$ cat src/rtl/cordic_sincos_iter.sv
// ---------------------------------------------------------------------------
// cordic_sincos_iter
//
// Iterative CORDIC rotation engine that returns cos and sin of a full-circle
// binary angle. It handles one angle at a time: accept, rotate ITER times,
// finalise, then present the result until the consumer takes it.
//
// Ports:
//   clk        clock
//   rst        asynchronous active-high reset
//   in_valid   angle offered
//   in_ready   engine idle and able to accept an angle
//   in_angle   unsigned binary angle, 2^ANGLE_W == 2*pi
//   out_valid  result available
//   out_ready  consumer accepts the result
//   out_cos    cos(in_angle), signed Q1.(DATA_W-2)
//   out_sin    sin(in_angle), signed Q1.(DATA_W-2)
//
// Build option:
//   CORDIC_ROUND_EN  when defined, the output stage rounds half up before
//                    dropping the guard bits; otherwise it truncates.
// ---------------------------------------------------------------------------
module cordic_sincos_iter #(
  parameter int DATA_W  = 16,
  parameter int ANGLE_W = 32,
  parameter int ITER    = 16,
  parameter int GUARD   = 4
) (
  input  logic               clk,
  input  logic               rst,
  input  logic               in_valid,
  output logic               in_ready,
  input  logic [ANGLE_W-1:0] in_angle,
  output logic               out_valid,
  input  logic               out_ready,
  output logic [DATA_W-1:0]  out_cos,
  output logic [DATA_W-1:0]  out_sin
);

  localparam int  IW = DATA_W + GUARD + 1;
  // One extra count value marks the finalise cycle after the last rotation.
  localparam int  CW = $clog2(ITER + 1);
  localparam real PI = 3.14159265358979323846;

  // Start magnitude pre-scaled by the CORDIC gain so the result needs no
  // post-multiplication.
  function automatic logic [IW-1:0] calc_x0();
    real k;
    k = 1.0;
    for (int i = 0; i < ITER; i++) begin
      k = k / $sqrt(1.0 + 1.0 / (4.0 ** i));
    end
    return IW'(longint'(k * (2.0 ** (DATA_W - 2 + GUARD))));
  endfunction

  function automatic logic [ITER-1:0][ANGLE_W-1:0] calc_atan_tab();
    logic [ITER-1:0][ANGLE_W-1:0] t;
    for (int i = 0; i < ITER; i++) begin
      t[i] = ANGLE_W'(longint'($atan(1.0 / (2.0 ** i)) / (2.0 * PI) * (2.0 ** ANGLE_W)));
    end
    return t;
  endfunction

  localparam logic signed [IW-1:0]         X0        = calc_x0();
  localparam logic [ITER-1:0][ANGLE_W-1:0] ATAN_TAB  = calc_atan_tab();
  localparam logic [ANGLE_W-1:0]           HALF_TURN = {1'b1, {(ANGLE_W-1){1'b0}}};
  localparam logic signed [IW:0]           SAT_MAX   = {{(GUARD+3){1'b0}}, {(DATA_W-1){1'b1}}};
  localparam logic signed [IW:0]           SAT_MIN   = -SAT_MAX;
`ifdef CORDIC_ROUND_EN
  localparam logic signed [IW:0]           RND_BIAS  = (IW+1)'(1) <<< (GUARD - 1);
`endif

  // Drop guard bits, undo the quadrant fold and clamp to the symmetric range.
  function automatic logic [DATA_W-1:0] finish_out(input logic signed [IW-1:0] v,
                                                   input logic flip);
    logic signed [IW:0] w;
    w = {v[IW-1], v};
`ifdef CORDIC_ROUND_EN
    w = w + RND_BIAS;
`endif
    w = w >>> GUARD;
    if (flip) begin
      w = -w;
    end else begin
      w = w;
    end
    if (w > SAT_MAX) begin
      return SAT_MAX[DATA_W-1:0];
    end else if (w < SAT_MIN) begin
      return SAT_MIN[DATA_W-1:0];
    end else begin
      return w[DATA_W-1:0];
    end
  endfunction

  typedef enum logic [1:0] {
    IDLE = 2'd0,
    ROT  = 2'd1,
    DONE = 2'd2
  } state_t;

  state_t                     state_q;
  logic                       in_ready_q;
  logic                       out_valid_q;
  logic [DATA_W-1:0]          out_cos_q;
  logic [DATA_W-1:0]          out_sin_q;
  logic signed [IW-1:0]       x_q, y_q, x_d, y_d;
  logic signed [ANGLE_W-1:0]  z_q, z_d;
  logic [CW-1:0]              cnt_q;
  logic                       neg_q;
  logic [ANGLE_W-1:0]         atan_s;
  logic [ANGLE_W-1:0]         z0_s;
  logic                       neg0_s;

  assign in_ready  = in_ready_q;
  assign out_valid = out_valid_q;
  assign out_cos   = out_cos_q;
  assign out_sin   = out_sin_q;

  // Fold the angle into [-pi/2, pi/2); the dropped half turn becomes a sign flip.
  always_comb begin
    case (in_angle[ANGLE_W-1 -: 2])
      2'b00, 2'b11: begin
        z0_s   = in_angle;
        neg0_s = 1'b0;
      end
      default: begin
        z0_s   = in_angle + HALF_TURN;
        neg0_s = 1'b1;
      end
    endcase
  end

  // Arctangent constant for the current micro-rotation (one-hot AND-OR mux).
  always_comb begin
    atan_s = '0;
    for (int i = 0; i < ITER; i++) begin
      atan_s = atan_s | (ATAN_TAB[i] & {ANGLE_W{cnt_q == CW'(i)}});
    end
  end

  // One micro-rotation; direction follows the sign of the residual angle.
  always_comb begin
    if (z_q[ANGLE_W-1] == 1'b0) begin
      x_d = x_q - (y_q >>> cnt_q);
      y_d = y_q + (x_q >>> cnt_q);
      z_d = z_q - atan_s;
    end else begin
      x_d = x_q + (y_q >>> cnt_q);
      y_d = y_q - (x_q >>> cnt_q);
      z_d = z_q + atan_s;
    end
  end

  // Handshake FSM, datapath registers and registered outputs.
  always_ff @(posedge clk or posedge rst) begin
    if (rst) begin
      state_q     <= IDLE;
      in_ready_q  <= 1'b1;
      out_valid_q <= 1'b0;
      out_cos_q   <= '0;
      out_sin_q   <= '0;
      cnt_q       <= '0;
      x_q         <= '0;
      y_q         <= '0;
      z_q         <= '0;
      neg_q       <= 1'b0;
    end else begin
      case (state_q)
        IDLE: begin
          if (in_valid) begin
            x_q        <= X0;
            y_q        <= '0;
            z_q        <= z0_s;
            neg_q      <= neg0_s;
            cnt_q      <= '0;
            in_ready_q <= 1'b0;
            state_q    <= ROT;
          end
        end
        ROT: begin
          if (cnt_q == CW'(ITER)) begin
            out_cos_q   <= finish_out(x_q, neg_q);
            out_sin_q   <= finish_out(y_q, neg_q);
            out_valid_q <= 1'b1;
            state_q     <= DONE;
          end else begin
            x_q   <= x_d;
            y_q   <= y_d;
            z_q   <= z_d;
            cnt_q <= cnt_q + CW'(1);
          end
        end
        DONE: begin
          // A simultaneous in_valid is not taken here; the engine re-enters IDLE first.
          if (out_ready) begin
            out_valid_q <= 1'b0;
            in_ready_q  <= 1'b1;
            state_q     <= IDLE;
          end
        end
        default: begin
          out_valid_q <= 1'b0;
          in_ready_q  <= 1'b1;
          state_q     <= IDLE;
        end
      endcase
    end
  end

endmodule

$ cat config.mk
export PLATFORM = sky130hd
export DESIGN_NAME = cordic_sincos_iter
export DESIGN_NICKNAME = d
export VERILOG_FILES = /design/src/rtl/cordic_sincos_iter.sv
export SDC_FILE = /design/constraint.sdc
export NUM_CORES = 1
export LEC_CHECK = 0
export CAP_MARGIN = 15
export CORE_UTILIZATION = 45
export CTS_CLUSTER_SIZE = 20
export DETAILED_ROUTE_END_ITERATION = 16
export PLACE_DENSITY_LB_ADDON = 0.2
export SYNTH_ARGS = -nofsm -noshare
export SYNTH_HDL_FRONTEND = slang
export SYNTH_SLANG_ARGS = --single-unit
$ cat constraint.sdc
create_clock -name clk -period 5.3 [get_ports clk]
set_input_delay 1.06 -clock clk [delete_from_list [all_inputs] [get_ports clk]]
set_output_delay 1.06 -clock clk [all_outputs]
set_load 0.05 [all_outputs]
==> results.md <==
* Launching element type of the critical path: flip-flop
* Top flip-flop cell by instance count after synthesis: sky130_fd_sc_hd__dfrtp_1
* Total grt overflow at 0
* Worst Max-Slew Pin Slew at about 1.1 ns
* Vertical die dimension at between 150 and 200 µm
* Register bit total from synthesis at between 100 and 150
* Placement Rows at 63
* Run status: finished clean
* Cell area after technology mapping at ~14000 µm²
* Number of flops mapped to enable cells by yosys at 0
* Setup slack, reg-to-reg at between 0.1 and 0.15 ns
* Number of placed I/O pins at 70
* Leading cell type in the layout, fill and taps excluded: sky130_fd_sc_hd__buf_4
* Post-synthesis sequential area ratio at 0.2139
* Clock tree from TritonCTS: built
* Highest attainable clock frequency at about 0.19 GHz
* Vias in the first global route at between 10000 and 15000
* Final min period at 5.183 ns
* Via total after detailed routing at between 10000 and 15000
* Total number of yosys warnings at 0
* TritonCTS Buffers at 17
* Vias per Instance at a little over 6
* Worst-path maximum fanout at 20
* Worst setup skew after layout at approximately 0.012 ns
* Critical path depth in cells at 18
* Data arrival time of the worst path at about 5.5 ns
* DIE WIDTH at 175.7 µm
* Violation count after the first detailed-routing iteration at 1299
* CP Class: reg2reg
* Maximum count of clock buffers along a single path at 2
* Cell count of the worst reg-to-reg path at 18
* CP Launch Point: cnt_q[0]
* Die area at about 30000 µm²
* Maximum number of pins on one net before global-route repair at 61
* Crit Reg-Reg Endpoint: y_q[11]
* Final Hold Violating Endpoints at 0
* Final cycle utilization of the critical path at 0.9778
* Most frequent cells in the layout: 141 x sky130_fd_sc_hd__buf_4, 128 x sky130_fd_sc_hd__o21ai_0, 125 x sky130_fd_sc_hd__nand2_1, 118 x sky130_fd_sc_hd__nor2_1, 114 x sky130_fd_sc_hd__a21oi_1
* Setup repair after global routing missed its margin: true
* Syn avg cell area at approximately 8.4 µm²
* Max incr delay on CP at around 0.60 ns
* GPL Wtd Cong at about 0.94
* Half-perimeter wire length after placement at ~33000 µm
* Diode count at 0
* Crit end category: flip-flop
* Slew HR at 0.2545
* Buffers on Ports at 69
* Initial DRT Pass Iterations at 5
* Worst hold path class: reg2reg
* Reg2Reg Launch Point: cnt_q[0]
* Average wire per cell in the routed design at 20.71 µm
* Area overhead of the layout relative to synthesis at 17.85%
* Antenna violation net count after detailed routing at 0
* DRT Wirelength at approximately 44000 µm
* Buf+Inv Stages, Crit Path at 3
* Wire length of the first global-routing pass at between 60000 and 70000 µm
* Slowest cell on the critical path: sky130_fd_sc_hd__mux4_1
* Layout filler cell count at ~2800
* Distinct cell type count after synthesis at 89
* Total number of clock tree sinks at around 120
* Number of cells produced by synthesis at 1625
* Proportion of register bits with asynchronous set or reset after synthesis at 1.000
* Core Area at around 30000 µm²
* Ordered cell list for the critical path: buf_4, buf_8, mux4_1, mux2_2, mux4_2, inv_1, ha_1, nand4_4, o21a_1, xor2_1, ha_1, and4_1, o211a_1, or3_1, a21o_1, a21oi_1, xor2_1, o21ai_0
* Clock Latency Late Sink at ~0.45 ns
* H-tree depth reported by CTS at 4
* Data required time of the worst path at around 5.6 ns
* Total track usage at 0.2884
* Root Buffer: sky130_fd_sc_hd__clkbuf_16
* Mapped Nets at ~1700
* Max-capacitance violation count at 0
* Critical path destination: y_q[11]
* Final Setup Violations at 0
* Clk pin slew, worst setup/hold paths at around 0.060 ns
* Initial antenna violation count at 0
* Largest delay contributor family on the critical path: multiplexers
* Number of nets in the layout at around 1900
* Layout cell share with drive strength beyond 1 at 0.1725
* Post-route DRC violation count at 0
* Utilization after layout at 0.5397
* Count of final max-slew check failures at 0
* Starting Density at 0.4580
==> synthesized netlist by cell type (11+ instances only) <==
| cell | n | area [µm²] |
|---|---|---|
| sky130_fd_sc_hd__and2_1 | 13 | 81.33 |
| sky130_fd_sc_hd__a21oi_1 | 116 | 580.6 |
| sky130_fd_sc_hd__xnor2_1 | 85 | 744.5 |
| sky130_fd_sc_hd__or3_1 | 19 | 118.9 |
| sky130_fd_sc_hd__nand3_1 | 44 | 220.2 |
| sky130_fd_sc_hd__mux2i_1 | 37 | 370.4 |
| sky130_fd_sc_hd__mux4_2 | 43 | 968.4 |
| sky130_fd_sc_hd__inv_1 | 48 | 180.2 |
| sky130_fd_sc_hd__a211oi_1 | 11 | 82.58 |
| sky130_fd_sc_hd__a21o_1 | 30 | 225.2 |
| sky130_fd_sc_hd__o21ai_0 | 131 | 655.6 |
| sky130_fd_sc_hd__nor2_1 | 119 | 446.7 |
| sky130_fd_sc_hd__nor2b_1 | 18 | 112.6 |
| sky130_fd_sc_hd__o21a_1 | 17 | 127.6 |
| sky130_fd_sc_hd__mux2_2 | 14 | 157.7 |
| sky130_fd_sc_hd__clkbuf_1 | 82 | 307.8 |
| sky130_fd_sc_hd__a22oi_1 | 27 | 202.7 |
| sky130_fd_sc_hd__or2_2 | 11 | 68.82 |
| sky130_fd_sc_hd__ha_1 | 85 | 1064 |
| sky130_fd_sc_hd__dfrtp_1 | 115 | 2878 |
| sky130_fd_sc_hd__o211ai_1 | 13 | 97.59 |
| sky130_fd_sc_hd__xor2_1 | 64 | 560.5 |
| sky130_fd_sc_hd__a31oi_1 | 25 | 156.4 |
| sky130_fd_sc_hd__nand2_1 | 125 | 469.2 |
| sky130_fd_sc_hd__buf_2 | 15 | 75.07 |
| sky130_fd_sc_hd__o31ai_1 | 28 | 210.2 |
| sky130_fd_sc_hd__nor3_1 | 37 | 185.2 |
| sky130_fd_sc_hd__buf_4 | 16 | 120.1 |
| sky130_fd_sc_hd__and3_1 | 14 | 87.58 |
| sky130_fd_sc_hd__nand2b_1 | 24 | 150.1 |
==> repair_timing <==
| item | in CTS | in global routing |
|---|---|---|
| endpoints found under the setup margin | 0 | 20 |
| gates resized for setup | 0 | 28 |
| hold buffers | 0 | 0 |
| buffers inserted | 0 | 5 |
==> registers in the layout, indices dropped and copies added (netlist names) <==
name and flops:
z_q 32, cnt_q 5, x_q 21, out_sin 16, y_q 21, out_valid 1, in_ready 1, neg_q 1
out_cos 16, state_q 2
==> worst reg2reg max path: stages, from the launching register on <==
cell and delay [ns]:
sky130_fd_sc_hd__dfrtp_2 0.45, sky130_fd_sc_hd__buf_4 0.16, sky130_fd_sc_hd__buf_8 0.20, sky130_fd_sc_hd__mux4_1 0.61, sky130_fd_sc_hd__mux2_2 0.30, sky130_fd_sc_hd__mux4_2 0.53
sky130_fd_sc_hd__inv_1 0.08, sky130_fd_sc_hd__ha_1 0.23, sky130_fd_sc_hd__nand4_4 0.16, sky130_fd_sc_hd__o21a_1 0.23, sky130_fd_sc_hd__xor2_1 0.15, sky130_fd_sc_hd__ha_1 0.35
sky130_fd_sc_hd__and4_1 0.23, sky130_fd_sc_hd__o211a_1 0.17, sky130_fd_sc_hd__or3_1 0.41, sky130_fd_sc_hd__a21o_1 0.20, sky130_fd_sc_hd__a21oi_1 0.18, sky130_fd_sc_hd__xor2_1 0.27
sky130_fd_sc_hd__o21ai_0 0.12
==> routing by layer <==
layer / vias up / track usage / share of wire
met5: - / 0 / 0
met4: 0 / 0.08478 / 0.019
met3: 59 / 0.05952 / 0.082
met2: 530 / 0.4262 / 0.43
met1: 6401 / 0.4197 / 0.47
li1: 6236 / - / -
==> metrics by stage <==
step | area, µm² | hold slack, ns | setup WS (ns) | instances | setup TNS, ns
finish | 16000 | 0.4574 | 0.1174 | 2129 | 0
global route | 16000 | 0.4974 | -0.09011 | 2129 | -0.3640
CTS | 15820 | 0.4599 | 0.05741 | 2123 | 0
detailed placement | 15250 | 0.4509 | 0.07474 | 2091 | 0
global placement | 15250 | 0.4516 | 0.02371 | 2091 | 0
floorplan | 13630 | 0.4525 | 0.006646 | 1625 | 0
==> logic make-up after synthesis <==
family	share of synthesized area
compound gates	0.2498
simple gates	0.1729
buf+inv	0.06342
xor+xnor	0.09614
flops	0.2139
mux	0.1210
fa+ha+maj	0.08277
==> how the worst min path moves through the flow <==
stage / startpoint / to / depth (start not counted)
floorplan: z_q[0] / z_q[0] / 2
global placement: in_ready / in_ready / 2
detailed placement: in_ready / in_ready / 2
CTS: in_ready / in_ready / 2
global route: out_cos[5] / out_cos[5] / 2
finish: in_ready / in_ready / 2
==> cell type report <==
cell class | count | area, µm² | share of cell area
clock buffer | 22 | 464.2 | 0.02902
timing repair buffer | 216 | 1861 | 0.1163
multi-input combinational | 1326 | 9978 | 0.6238
tap | 390 | 488.0 | 0.03050
clock inverter | 10 | 106.4 | 0.006648
inverter | 49 | 187.7 | 0.01173
sequential | 116 | 2912 | 0.1820
Power is left out: the tool's default activity adds up to more than one toggle a clock period on the data nets, which glitch-free logic cannot reach.
